### src/rtl/arbiter_round_robin.sv
`default_nettype none
// ============================================================================
// Module   : arbiter_round_robin (with helper priority_encoder_base)
// Brief    : Round-robin arbiter, registered one-hot grant, hold-until-release,
//            optional time-quantum preemption.
// Revision : 1.0
// ============================================================================

module priority_encoder_base #(
    parameter int WIDTH          = 4,
    parameter int IMPLEMENTATION = 0
) (
    input  logic [WIDTH-1:0]         in_vec,
    output logic [$clog2(WIDTH)-1:0] idx,
    output logic                     vld
);
    localparam int IDX_W = $clog2(WIDTH);

    assign vld = |in_vec;

    generate
        if (IMPLEMENTATION != 0 && WIDTH == 2) begin : g_tree2
            assign idx = ~in_vec[0] & in_vec[1];
        end else if (IMPLEMENTATION != 0 && WIDTH == 4) begin : g_tree4
            always_comb begin
                casez (in_vec)
                    4'b???1: idx = 2'd0;
                    4'b??10: idx = 2'd1;
                    4'b?100: idx = 2'd2;
                    4'b1000: idx = 2'd3;
                    default: idx = 2'd0;
                endcase
            end
        end else begin : g_linear
            // Scan downward so the lowest set bit is the last one written.
            always_comb begin
                idx = '0;
                for (int i = WIDTH - 1; i >= 0; i--) begin
                    if (in_vec[i]) idx = i[IDX_W-1:0];
                end
            end
        end
    endgenerate
endmodule

module arbiter_round_robin #(
    parameter int WIDTH          = 4,
    parameter int QUANTUM        = 0,
    parameter int IMPLEMENTATION = 0
) (
    input  logic                     clk,
    input  logic                     rst_n,
    input  logic [WIDTH-1:0]         req,
    output logic [WIDTH-1:0]         gnt,
    output logic [$clog2(WIDTH)-1:0] gnt_idx,
    output logic                     gnt_vld
);
    localparam int WIDTH_LOG = $clog2(WIDTH);
    localparam int CNT_W     = (QUANTUM == 0) ? 1 : $clog2(QUANTUM + 1);

    localparam logic [CNT_W-1:0]     CNT_ONE  = CNT_W'(1);
    localparam logic [CNT_W-1:0]     CNT_MAX  = CNT_W'(QUANTUM);
    localparam logic [WIDTH_LOG-1:0] IDX_LAST = WIDTH_LOG'(WIDTH - 1);
    localparam logic [WIDTH_LOG-1:0] IDX_ONE  = WIDTH_LOG'(1);

    typedef enum logic [0:0] {
        IDLE = 1'b0,
        BUSY = 1'b1
    } state_t;

    state_t               state_q,   state_d;
    logic [WIDTH_LOG-1:0] ptr_q,     ptr_d;
    logic [CNT_W-1:0]     cnt_q,     cnt_d;
    logic [WIDTH-1:0]     gnt_q,     gnt_d;
    logic [WIDTH_LOG-1:0] gnt_idx_q, gnt_idx_d;
    logic                 gnt_vld_q, gnt_vld_d;

    logic [WIDTH_LOG-1:0] g_next;
    logic                 release_grant;
    logic                 preempt_grant;
    logic [WIDTH-1:0]     pick_vec;
    logic [WIDTH_LOG-1:0] pick_start;
    logic [WIDTH-1:0]     start_mask;
    logic [WIDTH-1:0]     masked_vec;
    logic [WIDTH_LOG-1:0] masked_idx, full_idx, pick_idx;
    logic                 masked_vld, full_vld;
    logic [WIDTH-1:0]     pick_onehot;

    assign g_next = (gnt_idx_q == IDX_LAST) ? '0 : gnt_idx_q + IDX_ONE;

    assign release_grant = (state_q == BUSY) && !req[gnt_idx_q];
    assign preempt_grant = (state_q == BUSY) && req[gnt_idx_q] && (QUANTUM != 0)
                        && (cnt_q == CNT_MAX) && (|(req & ~gnt_q));

    // The current owner is excluded from the search; on release its request is
    // already low and in IDLE gnt_q is zero, so one expression covers every case.
    assign pick_vec   = req & ~gnt_q;
    assign pick_start = (state_q == BUSY) ? g_next : ptr_q;

    always_comb begin
        start_mask = '0;
        for (int i = 0; i < WIDTH; i++) begin
            start_mask[i] = (i >= int'(pick_start));
        end
    end

    assign masked_vec = pick_vec & start_mask;

    priority_encoder_base #(
        .WIDTH          (WIDTH),
        .IMPLEMENTATION (IMPLEMENTATION)
    ) u_pe_masked (
        .in_vec (masked_vec),
        .idx    (masked_idx),
        .vld    (masked_vld)
    );

    priority_encoder_base #(
        .WIDTH          (WIDTH),
        .IMPLEMENTATION (IMPLEMENTATION)
    ) u_pe_full (
        .in_vec (pick_vec),
        .idx    (full_idx),
        .vld    (full_vld)
    );

    assign pick_idx = masked_vld ? masked_idx : full_idx;

    always_comb begin
        pick_onehot           = '0;
        pick_onehot[pick_idx] = 1'b1;
    end

    always_comb begin
        state_d   = state_q;
        ptr_d     = ptr_q;
        cnt_d     = cnt_q;
        gnt_d     = gnt_q;
        gnt_idx_d = gnt_idx_q;
        gnt_vld_d = gnt_vld_q;

        case (state_q)
            IDLE: begin
                if (full_vld) begin
                    state_d   = BUSY;
                    gnt_d     = pick_onehot;
                    gnt_idx_d = pick_idx;
                    gnt_vld_d = 1'b1;
                    cnt_d     = CNT_ONE;
                end
            end
            BUSY: begin
                if (release_grant) begin
                    ptr_d = g_next;
                    if (full_vld) begin
                        gnt_d     = pick_onehot;
                        gnt_idx_d = pick_idx;
                        gnt_vld_d = 1'b1;
                        cnt_d     = CNT_ONE;
                    end else begin
                        state_d   = IDLE;
                        gnt_d     = '0;
                        gnt_idx_d = '0;
                        gnt_vld_d = 1'b0;
                    end
                end else if (preempt_grant) begin
                    ptr_d     = g_next;
                    gnt_d     = pick_onehot;
                    gnt_idx_d = pick_idx;
                    cnt_d     = CNT_ONE;
                end else if (QUANTUM == 0) begin
                    cnt_d = CNT_ONE;
                end else if (cnt_q != CNT_MAX) begin
                    cnt_d = cnt_q + CNT_ONE;
                end
            end
            default: begin
                state_d   = IDLE;
                gnt_d     = '0;
                gnt_idx_d = '0;
                gnt_vld_d = 1'b0;
            end
        endcase
    end

    always_ff @(posedge clk or negedge rst_n) begin
        if (!rst_n) begin
            state_q   <= IDLE;
            ptr_q     <= '0;
            cnt_q     <= '0;
            gnt_q     <= '0;
            gnt_idx_q <= '0;
            gnt_vld_q <= 1'b0;
        end else begin
            state_q   <= state_d;
            ptr_q     <= ptr_d;
            cnt_q     <= cnt_d;
            gnt_q     <= gnt_d;
            gnt_idx_q <= gnt_idx_d;
            gnt_vld_q <= gnt_vld_d;
        end
    end

    assign gnt     = gnt_q;
    assign gnt_idx = gnt_idx_q;
    assign gnt_vld = gnt_vld_q;
endmodule

`default_nettype wire

### config.mk
export PLATFORM = sky130hd
export DESIGN_NAME = arbiter_round_robin
export DESIGN_NICKNAME = d
export VERILOG_FILES = /design/src/rtl/arbiter_round_robin.sv
export SDC_FILE = /design/constraint.sdc
export NUM_CORES = 1
export LEC_CHECK = 0
export ABC_CLOCK_PERIOD_IN_PS = 1900
export BUFFER_PORTS_ARGS = -buffer_cell sky130_fd_sc_hd__buf_2
export CAP_MARGIN = 10
export CELL_PAD_IN_SITES_DETAIL_PLACEMENT = 1
export CELL_PAD_IN_SITES_GLOBAL_PLACEMENT = 2
export CORE_MARGIN = 5
export CORE_UTILIZATION = 27
export CTS_CLUSTER_DIAMETER = 200
export DETAILED_ROUTE_END_ITERATION = 6
export PLACE_DENSITY_LB_ADDON = 0.05
export SLEW_MARGIN = 0
export SYNTH_ARGS = -nofsm -noshare
export SYNTH_HDL_FRONTEND = slang
export SYNTH_SLANG_ARGS = --single-unit
### constraint.sdc
create_clock -name clk -period 1.9 [get_ports clk]
set_clock_uncertainty 0.1 [all_clocks]
set_input_delay 0.095 -clock clk [delete_from_list [all_inputs] [get_ports clk]]
set_output_delay 0.095 -clock clk [all_outputs]
set_load 0.03 [all_outputs]
Word level (Yosys, flattened, before mapping)
Cells that the tools add are included.
{"block": "word_totals", "input_bits": 6, "reg_bits": 10, "word_cells": 55, "output_inout_bits": 7}
{"block": "classes", "n_lt_le_gt_ge": 6, "n_eq_ne": 3, "n_addsub": 1, "n_reduce_logical": 7, "mux": 29, "bitwise_logic": 4}
{"operator": "2-bit two-way mux", "count": 14}
{"operator": "4-bit two-way mux", "count": 3}
{"operator": "4-bit AND", "count": 2}
{"operator": "4-bit case mux with 2 select lines", "count": 1}
{"operator": "4-bit OR reduction", "count": 2}
{"operator": "2-bit by 3-bit < comparator with 1-bit output (second input constant)", "count": 2}
{"operator": "1-bit two-way mux", "count": 6}
{"operator": "1-bit by 2-bit >= comparator with 1-bit output (first input constant)", "count": 2}
{"operator": "4-bit NOT", "count": 1}
{"operator": "1-bit case mux with 2 select lines", "count": 2}
{"operator": "2-bit case mux with 2 select lines", "count": 1}
{"operator": "2-bit AND reduction", "count": 2}
{"operator": "2-bit by 1-bit adder with 2-bit output (second input constant)", "count": 1}
{"operator": "1-bit binary-select mux with 2-bit select", "count": 1}
{"operator": "1-bit demux with 2-bit select", "count": 1}
{"operator": "2-bit equality test (second input constant)", "count": 1}
{"operator": "2-bit by 1-bit >= comparator with 1-bit output (second input constant)", "count": 1}
{"operator": "2-bit >= comparator (first input constant)", "count": 1}
{"operator": "1-bit logical AND", "count": 2}
{"operator": "2-bit by 1-bit != test with 1-bit output (second input constant)", "count": 1}
{"operator": "2-bit != test (second input constant)", "count": 1}
{"operator": "1-bit zero test", "count": 1}
{"operator": "1-bit NOT", "count": 1}

Depth between registers and ports, before layout
{"block": "depth", "word_depth": 17, "depth_mapped": 6, "depth_no_buf": 6}

Modules after synthesis
Synthesis repeated with hierarchy kept, for this count alone.
{"block": "hier_totals", "cells_unflattened": 81, "hier_area_um2": 726.9}
{"module": "arbiter_round_robin", "n_inst": 1, "cells_each": 67, "seq_area_each_um2": 250.2, "area_per_inst_um2": 656.9}
{"module": "priority_encoder_base", "n_inst": 2, "cells_each": 7, "seq_area_each_um2": 0.0, "area_per_inst_um2": 35.0}

Least setup slack after synthesis
OpenSTA, ideal clock, no wires.
{"block": "synth_timing", "kind": "register -> register", "startpoint": "register gnt_idx_q[0], in the netlist gnt_idx[0]", "endpoint": "register gnt_q[2], in the netlist gnt[2]", "synth_period_minus_slack_ps": 1957, "slack_ps": -57, "stages_incl_launch_ff": 7, "n_path_buf": 0, "t_arrival_ps": 1736, "required_time_ps": 1679, "setup_ps": 121, "cell_sequence": "dfrtp_1 -> ha_1 -> nand2_1 -> o211a_1 -> o32ai_2 -> nor2_1 -> a22o_1"}
{"block": "synth_between", "elab_chain_len": 16, "word_cells_on_any_way": 28, "cone_classes": "add/sub (1); order compare (5); eq/ne (2); mux (14); bitwise (1); reduce/logical (5)"}
{"item": "start, declared", "line": "75", "source": "logic [WIDTH_LOG-1:0] gnt_idx_q, gnt_idx_d;"}
{"item": "start signal, assigned", "line": "199", "source": "gnt_idx_q <= gnt_idx_d;"}
{"item": "2-bit by 1-bit adder with 2-bit output / 2-bit equality test (equally long branches)", "line": "89", "source": "assign g_next = (gnt_idx_q == IDX_LAST) ? '0 : gnt_idx_q + IDX_ONE;"}
{"item": "2-bit two-way mux (*)", "line": "89"}
{"item": "via g_next[1]", "line": "78", "source": "logic [WIDTH_LOG-1:0] g_next;"}
{"item": "2-bit two-way mux (*)", "line": "98", "source": "assign pick_start = (state_q == BUSY) ? g_next : ptr_q;"}
{"item": "2-bit >= comparator", "line": "103", "source": "start_mask[i] = (i >= int'(pick_start));"}
{"item": "4-bit AND (*)", "line": "107", "source": "assign masked_vec = pick_vec & start_mask;"}
{"item": "2-bit two-way mux (3 in series)", "line": "39", "source": "if (in_vec[i]) idx = i[IDX_W-1:0];"}
{"item": "2-bit two-way mux (*)", "line": "127", "source": "assign pick_idx = masked_vld ? masked_idx : full_idx;"}
{"item": "2-bit by 3-bit < comparator with 1-bit output (implied by the code) / 2-bit by 1-bit >= comparator with 1-bit output (equally long branches)", "line": "131", "source": "pick_onehot[pick_idx] = 1'b1;"}
{"item": "1-bit logical AND (implied by the code)", "line": "131"}
{"item": "1-bit two-way mux (implied by the code)", "line": "131"}
{"item": "1-bit demux with 2-bit select (*)", "line": "131"}
{"item": "4-bit two-way mux", "line": "155", "source": "if (full_vld) begin"}
{"item": "4-bit two-way mux", "line": "153", "source": "if (release_grant) begin"}
{"item": "4-bit case mux with 2 select lines (*)", "line": "142", "source": "case (state_q)"}
{"item": "end signal, assigned", "line": "198", "source": "gnt_q <= gnt_d;"}
{"item": "end, declared", "line": "74", "source": "logic [WIDTH-1:0] gnt_q, gnt_d;"}
Mark *: on every way through the listed nets, which the timed path passes. The rest lies on a longest branch. The select of a mux whose other input is x is not followed.
A chain may end at the register's enable or synchronous reset.

Final worst setup path
{"block": "layout_timing", "startpoint": "register gnt_idx_q[1], in the netlist gnt_idx[1]", "endpoint": "register gnt_q[0], in the netlist gnt[0]"}
The elaborated chain is that of the path after synthesis.

==> metrics.md <==
| Metric | Value |
|---|---|
| Status | `finished clean` |
| # DRC | `0` |
| Critical path's slowest cell | `dfrtp_2` |
| IO Pins | `13` |
| Tot GR Track Use | `10.8%` |
| Fin nets | `84` |
| Chip width | `55.3 um` |
| Req. time, crit path | `2020 ps` |
| Crit Path Class | `flop to flop` |
| Flop-to-flop setup slack | `70 ps` |
| Post-CTS Setup Inserts | `0` |
| Grt ovf | `0` |
| H-tree level count | `1` |
| I/O Buffers | `12` |
| Die area | `3060 sq um` |
| Worst-margin pin slew | `398 ps` |
| Fillers | `245` |
| First-pass GRT wire length | `2.55 mm` |
| DP Worst Slack | `47.5 ps` |
| Register area share after synthesis | `45.1%` |
| Tightest Hold Check Type | `primary input to asynchronous set/reset pin` |
| Pwr Density | `1890 nW/um^2` |
| DR WL/cell | `14.5 um` |
| Root buf cell | `clkbuf_4` |
| Max-slew violation count | `0` |
| Endpoints failing setup | `0` |
| Critical path peak fanout | `4` |
| Final Hold Fails | `0` |
| Area of the multi-input gates | `320 sq um` |
| Synth warn | `0` |
| Fmax | `546 MHz` |
| Die height | `55.3 um` |
| Distinct cells, synth | `24` |
| Synth Cell Area | `554 sq um` |
| Cell Chain, Critical Path | `ha_1, nand2_1, o211a_1, o32ai_4, nor2b_1, a22o_1` |
| Clock-pin slew on the worst setup and hold paths | `70 ps` |
| Clock buffer depth | `2` |
| DR vias | `489` |
| CTS tree | `yes` |
| Num rows | `16` |
| Arr. time, crit path | `1950 ps` |
| Crit end category | `flop` |
| CP Launch Type | `flop` |
| ANT cells | `0` |
| Pre-antenna DRT Iters | `4` |
| Vias in the first global route | `553` |
| Synth Net Count | `62` |
| Setup crit start | `gnt_idx[1]` |
| Slew HR | `73.3%` |
| Layout cell share with drive strength beyond 1 | `39.5%` |
| GPL Wtd Cong | `0.728` |
| R2R depth | `6` |
| Reg2reg start | `gnt_idx[1]` |
| Num Clock Sinks | `10` |
| Antenna violations before repair | `0` |
| Worst-Skew Late Latency | `270 ps` |
| Initial DRC count | `14` |
| Cell count after synthesis | `55` |
| Avg Inst Size Synth | `10.1 sq um` |
| Antenna-violating nets left | `0` |
| Final cycle utilization of the critical path | `96.3%` |
| Post-Route WL | `1.49 mm` |
| Initial Util | `28.3%` |
| LEAKAGE | `0.353 nW` |
| Largest net degree at the start of global routing | `11` |
| Cts bufs inserted | `3` |
| Placed wire-length estimate | `1.17 mm` |
| Slowest cell delay on critical path | `410 ps` |
| Number of max-cap violations | `0` |
| Final WS setup | `69.4 ps` |
| Hold Slack | `113 ps` |
| Synth-to-Final Area Change | `34.8%` |
| Routed vias/inst | `4.75` |
| RR Endpoint | `gnt[0]` |
| Core area | `1960 sq um` |
| RSZ-0062 raised after global routing | `yes` |
| Fin crit period | `1830 ps` |
| #FFs+latches synth | `10` |
| IR drop worst, VDD | `0.609 mV` |
| Register area | `253 sq um` |
==> kinds of logic (layout without fill, tap and decap cells) <==
logic type / after synthesis / count (layout) / share of synthesized area (%)
fa+ha+maj: 1 / 1 / 2.26
simple gates: 26 / 26 / 25.5
flops: 10 / 10 / 45.1
mux: 2 / 2 / 6.09
compound gates: 15 / 15 / 20.3
buf+inv: 1 / 22 / 0.677
==> Yosys cell counts <==
cell type   n  area [sq um]
or4_4       1          11.3
a22o_1      2          17.5
nand2_1     9          33.8
o32ai_2     1          16.3
nand3b_1    1          7.51
and3_1      1          6.26
nand2b_1    6          37.5
o22ai_1     1          6.26
a21oi_1     1          5.00
nor2_1      1          3.75
o21ai_0     1          5.00
dfrtp_1    10           250
nand3_1     2          10.0
mux4_2      1          22.5
a21o_1      1          7.51
nor2b_1     5          31.3
o21ai_1     3          15.0
inv_1       1          3.75
ha_1        1          12.5
o31ai_1     2          15.0
o211a_1     1          10.0
mux2_2      1          11.3
a31oi_1     1          6.26
o21ai_2     1          8.76
==> final cells by class <==
class | count | share of cell area [%]
Clock buffer | 4 | 4.86
Multi-Input combinational cell | 44 | 42.9
Inverter | 1 | 0.503
Timing Repair Buffer | 17 | 13.4
Sequential cell | 10 | 33.8
Tap cell | 27 | 4.52
==> cells in the final DEF (no fill, tap or decap), drive strengths merged <==
| cell type | instances |
|---|---|
| a21o | 1 |
| a21oi | 1 |
| a22o | 2 |
| a31oi | 1 |
| and3 | 1 |
| buf | 16 |
| clkbuf | 4 |
| dfrtp | 10 |
| dlygate4sd3 | 1 |
| ha | 1 |
| inv | 1 |
| mux2 | 1 |
| mux4 | 1 |
| nand2 | 9 |
| nand2b | 6 |
| nand3 | 2 |
| nand3b | 1 |
| nor2 | 1 |
| nor2b | 5 |
| o211a | 1 |
| o21ai | 5 |
| o22ai | 1 |
| o31ai | 2 |
| o32ai | 1 |
| or4 | 1 |
==> where the power goes <==
part           internal [mW]  leakage [nW]  switching (mW)
combinational          0.337         0.213           0.510
clock                  0.117        0.0210          0.0804
sequential             0.307         0.119          0.0639
==> worst max path at each step <==
stage,slack (ps),end
finish,70,gnt[0]
global route,-30,gnt[0]
CTS,2,gnt[2]
detailed placement,50,gnt[2]
global placement,70,gnt[3]
floorplan,20,gnt[2]
==> through the flow <==
step                      cells  setup TNS [ps]  area (sq um)  utilization (%)  power, mW
after floorplan              55               0           557                -      0.905
after global placement       98               0           681             34.7       1.17
after detailed placement     98               0           681             34.7       1.16
after CTS                   103               0           727             37.1       1.36
after global routing        103           -56.8           747             38.1       1.53
final                       103               0           747             38.1       1.42
==> critical path: cells and delay by family, from the launching register on <==
family          cells  cell delay [ps]
compound gates      3              700
flops               1              410
fa+ha+maj           1              290
simple gates        2              280
==> registers in the layout, summed over array words and instances (netlist names) <==
signal   flops
gnt          4
ptr_q        2
gnt_idx      2
gnt_vld      1
state_q      1
==> timing repair <==
item,in CTS,in global routing
hold endpoints to repair,10,0
hold buffers,1,0
endpoints found under the setup margin,0,5
gates resized for setup,0,5
==> per-layer routing <==
layer	wire [um]	GRT usage, %	vias to the layer above
met1	757	13.1	233
met2	670	17.2	9
met4	22	6.25	0
li1	-	-	245
met3	41	2.80	2
met5	0	0	-
No activity file was read; power rests on OpenSTA's default activity.
